--- src/rtl/frame_gen.sv ---
// frame_gen: frame stream transmitter; one valid/sop/eop frame per start, then an idle gap.
// Optional build macro FRAME_GEN_CONTINUOUS_EN adds i_repeat for gapless back-to-back frames.
module frame_gen #(
  parameter int LEN_W = 8,
  parameter int GAP_W = 4,
  parameter int CNT_W = 16
) (
  input  logic             i_clk,
  input  logic             i_arst_n,
  input  logic             i_start,
  input  logic [LEN_W-1:0] i_len,
  input  logic [GAP_W-1:0] i_gap,
  input  logic             i_abort,
`ifdef FRAME_GEN_CONTINUOUS_EN
  input  logic             i_repeat,
`endif
  output logic             o_valid,
  output logic             o_sop,
  output logic             o_eop,
  output logic             o_busy,
  output logic [CNT_W-1:0] o_frameCount
);

  // state | meaning
  // IDLE  | waiting for i_start with a non-zero length
  // SEND  | emitting one beat per cycle, beatCnt is the beat on the outputs
  // GAP   | idle cycles after eop, gapCnt counts down to 1
  typedef enum logic [1:0] {IDLE, SEND, GAP} stateE;

  stateE            state, stateNext;
  logic [LEN_W-1:0] beatCnt, beatNext, lenQ, lenNext;
  logic [GAP_W-1:0] gapQ, gapNext, gapCnt, gapCntNext;
  logic [CNT_W-1:0] countNext;
  logic             validNext, sopNext, eopNext, busyNext, load;
`ifdef FRAME_GEN_CONTINUOUS_EN
  logic             abortedQ, abortedNext;
`endif

  always_comb begin
    stateNext  = state;
    beatNext   = beatCnt;
    lenNext    = lenQ;
    gapNext    = gapQ;
    gapCntNext = gapCnt;
    countNext  = o_frameCount;
    validNext  = 1'b0;
    sopNext    = 1'b0;
    eopNext    = 1'b0;
    load       = 1'b0;
`ifdef FRAME_GEN_CONTINUOUS_EN
    abortedNext = abortedQ;
`endif
    case (state)
      IDLE: load = i_start && (i_len != '0);
      SEND: begin
        if (o_eop) begin
          countNext = o_frameCount + CNT_W'(1);
          if (gapQ != '0) begin
            stateNext  = GAP;
            gapCntNext = gapQ;
          end else begin
            stateNext = IDLE;
`ifdef FRAME_GEN_CONTINUOUS_EN
            load = i_repeat && (i_len != '0) && !abortedQ;
`endif
          end
        end else begin
          beatNext  = beatCnt + LEN_W'(1);
          validNext = 1'b1;
          eopNext   = (beatCnt + LEN_W'(1) == lenQ) || i_abort;
`ifdef FRAME_GEN_CONTINUOUS_EN
          if (i_abort) abortedNext = 1'b1;
`endif
        end
      end
      GAP: begin
        if (gapCnt == GAP_W'(1)) begin
          stateNext = IDLE;
`ifdef FRAME_GEN_CONTINUOUS_EN
          load = i_repeat && (i_len != '0) && !abortedQ;
`endif
        end else begin
          gapCntNext = gapCnt - GAP_W'(1);
        end
      end
      default: stateNext = IDLE;
    endcase
    // a load overrides whatever the state branch decided, including a repeat
    if (load) begin
      stateNext = SEND;
      lenNext   = i_len;
      gapNext   = i_gap;
      beatNext  = LEN_W'(1);
      validNext = 1'b1;
      sopNext   = 1'b1;
      eopNext   = (i_len == LEN_W'(1));
`ifdef FRAME_GEN_CONTINUOUS_EN
      abortedNext = 1'b0;
`endif
    end
    busyNext = (stateNext != IDLE);
  end

  always_ff @(posedge i_clk or negedge i_arst_n) begin
    if (!i_arst_n) begin
      state        <= IDLE;
      beatCnt      <= '0;
      lenQ         <= '0;
      gapQ         <= '0;
      gapCnt       <= '0;
      o_valid      <= 1'b0;
      o_sop        <= 1'b0;
      o_eop        <= 1'b0;
      o_busy       <= 1'b0;
      o_frameCount <= '0;
`ifdef FRAME_GEN_CONTINUOUS_EN
      abortedQ     <= 1'b0;
`endif
    end else begin
      state        <= stateNext;
      beatCnt      <= beatNext;
      lenQ         <= lenNext;
      gapQ         <= gapNext;
      gapCnt       <= gapCntNext;
      o_valid      <= validNext;
      o_sop        <= sopNext;
      o_eop        <= eopNext;
      o_busy       <= busyNext;
      o_frameCount <= countNext;
`ifdef FRAME_GEN_CONTINUOUS_EN
      abortedQ     <= abortedNext;
`endif
    end
  end

endmodule

--- config.mk ---
export PLATFORM = sky130hd
export DESIGN_NAME = frame_gen
export DESIGN_NICKNAME = d
export VERILOG_FILES = /design/src/rtl/frame_gen.sv
export SDC_FILE = /design/constraint.sdc
export NUM_CORES = 1
export LEC_CHECK = 0
export CAP_MARGIN = 15
export CORE_ASPECT_RATIO = 0.9
export CORE_UTILIZATION = 47
export DETAILED_ROUTE_END_ITERATION = 6
export PLACE_DENSITY = 0.77
export SETUP_SLACK_MARGIN = 0.5
export SLEW_MARGIN = 10
export SYNTH_ARGS = -nofsm -noshare
export SYNTH_HDL_FRONTEND = slang
export SYNTH_SLANG_ARGS = --single-unit
--- constraint.sdc ---
create_clock -name i_clk -period 1.8 [get_ports i_clk]
set_clock_uncertainty 0.1 [all_clocks]
set_input_delay 0.54 -clock i_clk [delete_from_list [all_inputs] [get_ports i_clk]]
set_output_delay 0.54 -clock i_clk [all_outputs]
set_load 0.02 [all_outputs]
==> results of run 1 <==
## state kept, by name (all words and copies together) (netlist names)
name and count:
gapCnt 4, lenQ 8, o_frameCount 16, beatCnt 8, gapQ 4, o_sop 1
o_busy 1, o_eop 1, o_valid 1, state 2
## synth_stat cells, types with 2 or more instances
cell      instances  share of area [%]
nand3_1          10                2.3
clkbuf_1          4               0.69
nand4_1           2               0.58
nor3_1            4               0.92
and3_1            2               0.58
o21ai_0          15                3.5
o31ai_1           3                1.0
o22ai_1           2               0.58
xor2_1            9                3.6
nand2_1          52                9.0
dfrtp_1          46                 53
nor2_1           11                1.9
inv_1             5               0.86
and2_1            5                1.4
nor3b_1           4                1.4
and4_1            2               0.81
ha_1              4                2.3
xnor2_1          19                7.7
a21oi_1           5                1.2
nor4_1            2               0.58
## worst max-delay path by stage
stage	slack (ns)	startpoint	to	cells past startpoint
after detailed placement	-0.74	i_len[5]	beatCnt[2]$_DFFE_PN0P_	7
final	-0.0001	i_len[2]	o_busy$_DFF_PN0_	6
after floorplan	-0.32	i_len[5]	o_busy$_DFF_PN0_	6
after global placement	-0.67	i_len[5]	beatCnt[3]$_DFFE_PN0P_	7
after CTS	0.03	i_len[6]	o_busy$_DFF_PN0_	6
after global routing	-0.06	i_len[6]	beatCnt[3]$_DFFE_PN0P_	7
## per-stage QoR
| stage | setup WS [ns] | instances |
|---|---|---|
| 3_5_place_dp | -0.740 | 339 |
| 3_3_place_gp | -0.672 | 339 |
| 4_1_cts | 0.0331 | 379 |
| 5_1_grt | -0.0595 | 383 |
| 6_report | -0.000125 | 383 |
| 2_1_floorplan | -0.321 | 223 |
## logic make-up after synthesis
logic type | Yosys count | share of synthesized area (%)
adders and majority gates | 4 | 2.30
DFF | 46 | 53.0
buffers and inverters | 12 | 2.25
AOI/OAI and AO/OA | 30 | 8.58
and+or+nand+nor | 103 | 22.6
xor gates and xnor gates | 28 | 11.3
## metal layers
metal	GRT usage [%]	vias up	share of wire [%]
li1	-	948	-
met1	30.3	999	41
met2	44.7	67	53
met3	6.96	10	4.8
met4	7.69	0	1.4
met5	0	-	0
## where the power goes
group,total (uW),switching [uW],internal [uW]
registers,1730,373,1360
logic,2610,1250,1360
clock network,669,358,310
total,5010,1980,3030
## cells in the final DEF, fill, tap and decap left out, drive strengths merged, types with 8 or more instances in the layout
cell and count:
nand3 10, nand2 52, nor2 11, xor2 9, buf 83, o21ai 15
xnor2 19, dfrtp 46, clkbuf 8
## worst max-delay path: stages
cell	delay, ns
clkdlybuf4s15_1	0.20
or3_4	0.41
o31ai_4	0.28
and2_4	0.20
inv_2	0.05
or2_1	0.21
## cell type report
| type | count | area (um^2) |
|---|---|---|
| repair buffers | 94 | 880 |
| well taps | 62 | 77.6 |
| flip-flops and latches | 46 | 1160 |
| multi-input cells | 166 | 1350 |
| clock inverters | 1 | 5.00 |
| inverters | 7 | 31.3 |
| clock buffers | 7 | 86.3 |
| fillers | 269 | 841 |
## what timing repair did
| action | CTS | global route |
|---|---|---|
| gates cloned | 2 | 0 |
| resized for setup | 203 | 34 |
| setup buffers | 30 | 4 |
| setup endpoints to repair | 62 | 66 |
| endpoints found under the hold margin | 0 | 0 |
| pin swaps | 52 | 17 |
==> summary.md, run 1 <==
| Metric | Value |
|---|---|
| Outcome | `finished with violations` |
| Violated checks | `setup timing` |
| CTS Hold Bufs | `0` |
| Static leakage | `0.00173 uW` |
| Pin count of the biggest net entering global routing | `47` |
| Half-perimeter wire length after placement | `3280 um` |
| Via total after detailed routing | `2,024` |
| Worst-Margin Slew | `0.382 ns` |
| Y dimension of the die | `66.5 um` |
| Core Box Area | `0.00443 mm^2` |
| Predominant post-synthesis flop cell | `dfrtp_1` |
| Flip-flop and latch count after synthesis | `46` |
| Total die area | `0.00490 mm^2` |
| Initial DRC Count | `88` |
| Syn_nets | `243` |
| Initial standard-cell utilization of the core | `49.0%` |
| Via density per instance | `5.28` |
| Via count of the first global-routing pass | `1,990` |
| Summed instance area of the synthesized netlist | `0.00217 mm^2` |
| Worst reg2reg path depth | `8` |
| Setup total negative slack | `-0.000125 ns` |
| Worst vdd ir | `828 uV` |
| Routed length per placed instance | `16.1 um` |
| Final Slew Violations | `0` |
| Diodes inserted | `0` |
| # rows | `23` |
| Fraction of the core area covered by cells at the end of the flow | `81.0%` |
| Layout cell share with drive strength beyond 1 | `53.0%` |
| Worst slew margin | `74.3%` |
| Buffer cell driving the clock tree root | `clkbuf_8` |
| Sum of internal, switching and leakage power | `5010 uW` |
| Worst endpoint data arrival time | `1.89 ns` |
| Horizontal die dimension | `73.7 um` |
| Ratio of total power to cell area | `1400 mW/mm^2` |
| Number of detailed-route iterations in the first pass | `4` |
| Maxcap violations | `0` |
| Maximum fanout count along the critical path | `3` |
| Post-Layout Inst Area | `0.00359 mm^2` |
| Hold Vio Cnt, Final | `0` |
| Drt total wl | `6170 um` |
| Total grt overflow | `0` |
| Nature of the critical path startpoint | `primary input` |
| CTS tree | `done` |
| Setup repair after global routing missed its margin | `true` |
| Worst reg2reg path startpoint | `state[1]$_DFF_PN0_` |
| Data required, critical path | `1.89 ns` |
| Tcrit/Tclk final | `100%` |
| Type of the most critical hold path | `in2async` |
| Number of design rule violations left after detail routing | `0` |
| Total clock buffers created by CTS | `5` |
| Total placed instance area | `0.00285 mm^2` |
| Area growth, synth to finish | `65.3%` |
| # IOs | `36` |
| Final estimated routing congestion in global placement | `0.863` |
| Minimum hold slack | `0.103 ns` |
| Distinct cell type count after synthesis | `37` |
| Warnings from Yosys | `0` |
| Average cell area after synthesis | `9.74 um^2` |
| Register area share after synthesis | `53.0%` |
| Net total in the final layout | `340` |
| Clock transition time at the flip-flop clock pins of the worst setup and hold paths | `0.08 ns` |
| Global-route wire length before repair | `9230 um` |
| TritonCTS sink count | `46` |
| Final Critical Period | `1.80 ns` |
| Max clock buf depth | `2` |
| Critical path class | `in2reg` |
| Register-to-Register Setup Slack | `0.05 ns` |
| Number of port buffers | `35` |
| Share of flip-flops with an asynchronous set or reset | `100%` |
| Post-route worst setup slack | `-0.000125 ns` |
| Count of flip-flops with a built-in enable after synthesis | `0` |
| Worst skew pair latency | `0.31 ns` |
| Total setup violations reported at the end of the flow | `1` |
| CP Capture Type | `register` |
| Achievable frequency | `556 MHz` |
| Initial antenna violation count | `0` |
| Post-Syn Instances | `223` |
| Worst flop-to-flop path endpoint | `beatCnt[6]$_DFFE_PN0P_` |
| Post-route antenna net violation count | `0` |
| Deepest level of the CTS H-tree | `2` |
| GRT Resource Usage Total | `25.5%` |
(Power assumes the default switching activity.)
==> run 2: changes to the inputs <==
CTS_CLUSTER_SIZE = 12   (was default)
==> results of run 2 <==
The final DEF is identical to that of run 1; final timing and power are the same.
==> run 3: changes to the inputs <==
GPL_TIMING_DRIVEN = 0   (was default)
==> run 3 against run 2 <==
Compared with the run above:
- the flow still finishes with violations (setup timing)
- first-iteration DRC count down 10%
- clock-buffer cell count shrank 1
- flip-flop and latch count unchanged
- sequential share of layout area hardly changed
- via count shrank 0.84%
- combinational power decreased by 2%
- non-clock buffer count fell by 3
- critical path type is now reg2reg
- critical endpoint is now beatCnt[4]$_DFFE_PN0P_
==> summary.md, run 3 (synthesis gave the netlist of run 1 again) <==
| Metric | Value |
|---|---|
| Outcome | `finished with violations` |
| Violated checks | `setup timing` |
| Diodes inserted | `0` |
| Pin count of the biggest net entering global routing | `29` |
| Initial standard-cell utilization of the core | `49.0%` |
| Global-route wire length before repair | `8630 um` |
| Max stage delay cell, worst path | `dfrtp_2` |
| Sum of internal, switching and leakage power | `5010 uW` |
| TritonCTS sink count | `46` |
| Worst slew margin | `68.6%` |
| CTS Hold Bufs | `0` |
| CP Capture Type | `register` |
| Clock transition time at the flip-flop clock pins of the worst setup and hold paths | `0.10 ns` |
| Total setup violations reported at the end of the flow | `10` |
| Worst endpoint data arrival time | `1.94 ns` |
| GRT Resource Usage Total | `23.6%` |
| Switching power share of the total | `40.2%` |
| Family with the most delay on the worst path | `simple AND/OR/NAND/NOR gates` |
| Data required, critical path | `1.88 ns` |
| Critical path class | `reg2reg` |
| Achievable frequency | `540 MHz` |
| Maximum fanout count along the critical path | `6` |
| Y dimension of the die | `66.5 um` |
| # IOs | `36` |
| Via count of the first global-routing pass | `1,862` |
| Initial antenna violation count | `0` |
| Total die area | `0.00490 mm^2` |
| Int Power | `3000 uW` |
| Max clock buf depth | `2` |
| Combinational cell fraction of total power | `51.2%` |
| Final estimated routing congestion in global placement | `0.851` |
| Setup repair after global routing missed its margin | `true` |
| Type of the most critical hold path | `in2async` |
| Total grt overflow | `0` |
| Chain of cells forming the critical path | `or3b_4 -> buf_8 -> and2_4 -> buf_6 -> buf_12 -> o21ai_2 -> o31ai_2` |
| Most common library cell in the layout ignoring fill and taps | `nand2_1` |
| Biggest register | `o_frameCount` |
| Initial DRC Count | `79` |
| Largest registers ranked by flip-flop count | `o_frameCount x16, beatCnt x8, lenQ x8` |
| Share of total power in sequential cells | `34.9%` |
| Commonest cells after routing, fill and taps aside | `39 x nand2_1, 36 x buf_4, 35 x dfrtp_1` |
| Worst skew pair latency | `0.31 ns` |
| Layout cell share with drive strength beyond 1 | `51.3%` |
| CTS tree | `done` |
| Fraction of the core area covered by cells at the end of the flow | `81.2%` |
| Total placed instance area | `0.00272 mm^2` |
| Post-route worst setup slack | `-0.0506 ns` |
| Half-perimeter wire length after placement | `2950 um` |
| Deepest level of the CTS H-tree | `2` |
| Ratio of total power to cell area | `1390 mW/mm^2` |
| Static leakage | `0.00170 uW` |
| # rows | `23` |
| Post-route antenna net violation count | `0` |
| Critical path's largest stage delay | `0.47 ns` |
| Hold Vio Cnt, Final | `0` |
| Maxcap violations | `0` |
| Core Box Area | `0.00443 mm^2` |
| Net total in the final layout | `337` |
| Post-Layout Inst Area | `0.00360 mm^2` |
| Number of port buffers | `35` |
| Minimum hold slack | `0.0700 ns` |
| Final Critical Period | `1.85 ns` |
| Power share of the clock group | `13.9%` |
| Total clock buffers created by CTS | `5` |
| Number of design rule violations left after detail routing | `0` |
| Worst-Margin Slew | `0.471 ns` |
| Largest register FFs | `16` |
| Tcrit/Tclk final | `103%` |
| Area growth, synth to finish | `65.7%` |
| Net Sw Power | `2010 uW` |
| Number of buffer and inverter stages on the critical path | `3` |
| Final Slew Violations | `0` |
| Via total after detailed routing | `2,007` |
| Via density per instance | `5.28` |
| Horizontal die dimension | `73.7 um` |
| Drt total wl | `6160 um` |
| Nature of the critical path startpoint | `register` |
| Setup total negative slack | `-0.216 ns` |
| Routed length per placed instance | `16.2 um` |
| Number of detailed-route iterations in the first pass | `4` |
| Fill cells | `278` |
| Buffer cell driving the clock tree root | `clkbuf_8` |
| Worst vdd ir | `1060 uV` |
[run 3: cell types whose count changed in the layout (fill, tap and decap cells not counted), moves of 3 or more]
cell     delta
buf_8       +3
nand2_1     +8
nand2_2     -7
buf_4       -5
xnor2_1     +4
xnor2_2     -3
buf_6       -5
[run 3: layer usage]
layer / up-vias / share of wire, % / GRT usage (%)
met2: 64 / 52 / 40.0
li1: 947 / - / -
met3: 13 / 4.4 / 4.69
met1: 983 / 41 / 29.6
met4: 0 / 2.3 / 8.89
met5: - / 0 / 0
[run 3: final timing paths]
kind	end	start	depth (start not counted)	slack (ns)
max in group asynchronous	beatCnt[2]$_DFFE_PN0P_	i_arst_n	2	1.00
min in group i_clk	lenQ[6]$_DFFE_PN0P_	i_len[6]	3	0.32
hold / removal	o_frameCount[9]$_DFFE_PN0P_	i_arst_n	1	0.07
setup reg to reg	beatCnt[4]$_DFFE_PN0P_	o_eop$_DFF_PN0_	7	-0.05
setup / recovery	beatCnt[4]$_DFFE_PN0P_	o_eop$_DFF_PN0_	7	-0.05
hold reg to reg	lenQ[5]$_DFFE_PN0P_	lenQ[5]$_DFFE_PN0P_	2	0.40
[run 3: repair_timing]
| item | in CTS | in global routing |
|---|---|---|
| cloned | 2 | 0 |
| setup buffers | 39 | 10 |
| endpoints found under the setup margin | 62 | 62 |
| gates resized for setup | 200 | 37 |
| pin swaps | 40 | 16 |
[run 3: power by group through the flow]
stage	clock network [uW]	logic [uW]	registers, uW
after floorplan	0	958	1700
after global placement	0	1430	1660
after detailed placement	0	1480	1670
after CTS	678	2210	1680
after global routing	731	2790	1770
final	695	2570	1750
[run 3: layout make-up]
cell class | instances | area (um^2) | share of cell area (%)
Clock inverter | 2 | 12.5 | 0.348
Multi-Input combinational cell | 166 | 1320 | 36.7
Clock buffer | 6 | 82.6 | 2.29
Buffer | 5 | 70.1 | 1.95
Timing Repair Buffer | 86 | 830 | 23.0
Inverter | 7 | 41.3 | 1.15
Sequential cell | 46 | 1160 | 32.4
Tap cell | 62 | 77.6 | 2.16
[run 3: metrics by stage]
step,instances,setup slack (ns)
CTS,370,-0.0402
global route,380,-0.0863
finish,380,-0.0506
global placement,320,-1.40
floorplan,223,-0.321
detailed placement,321,-0.896
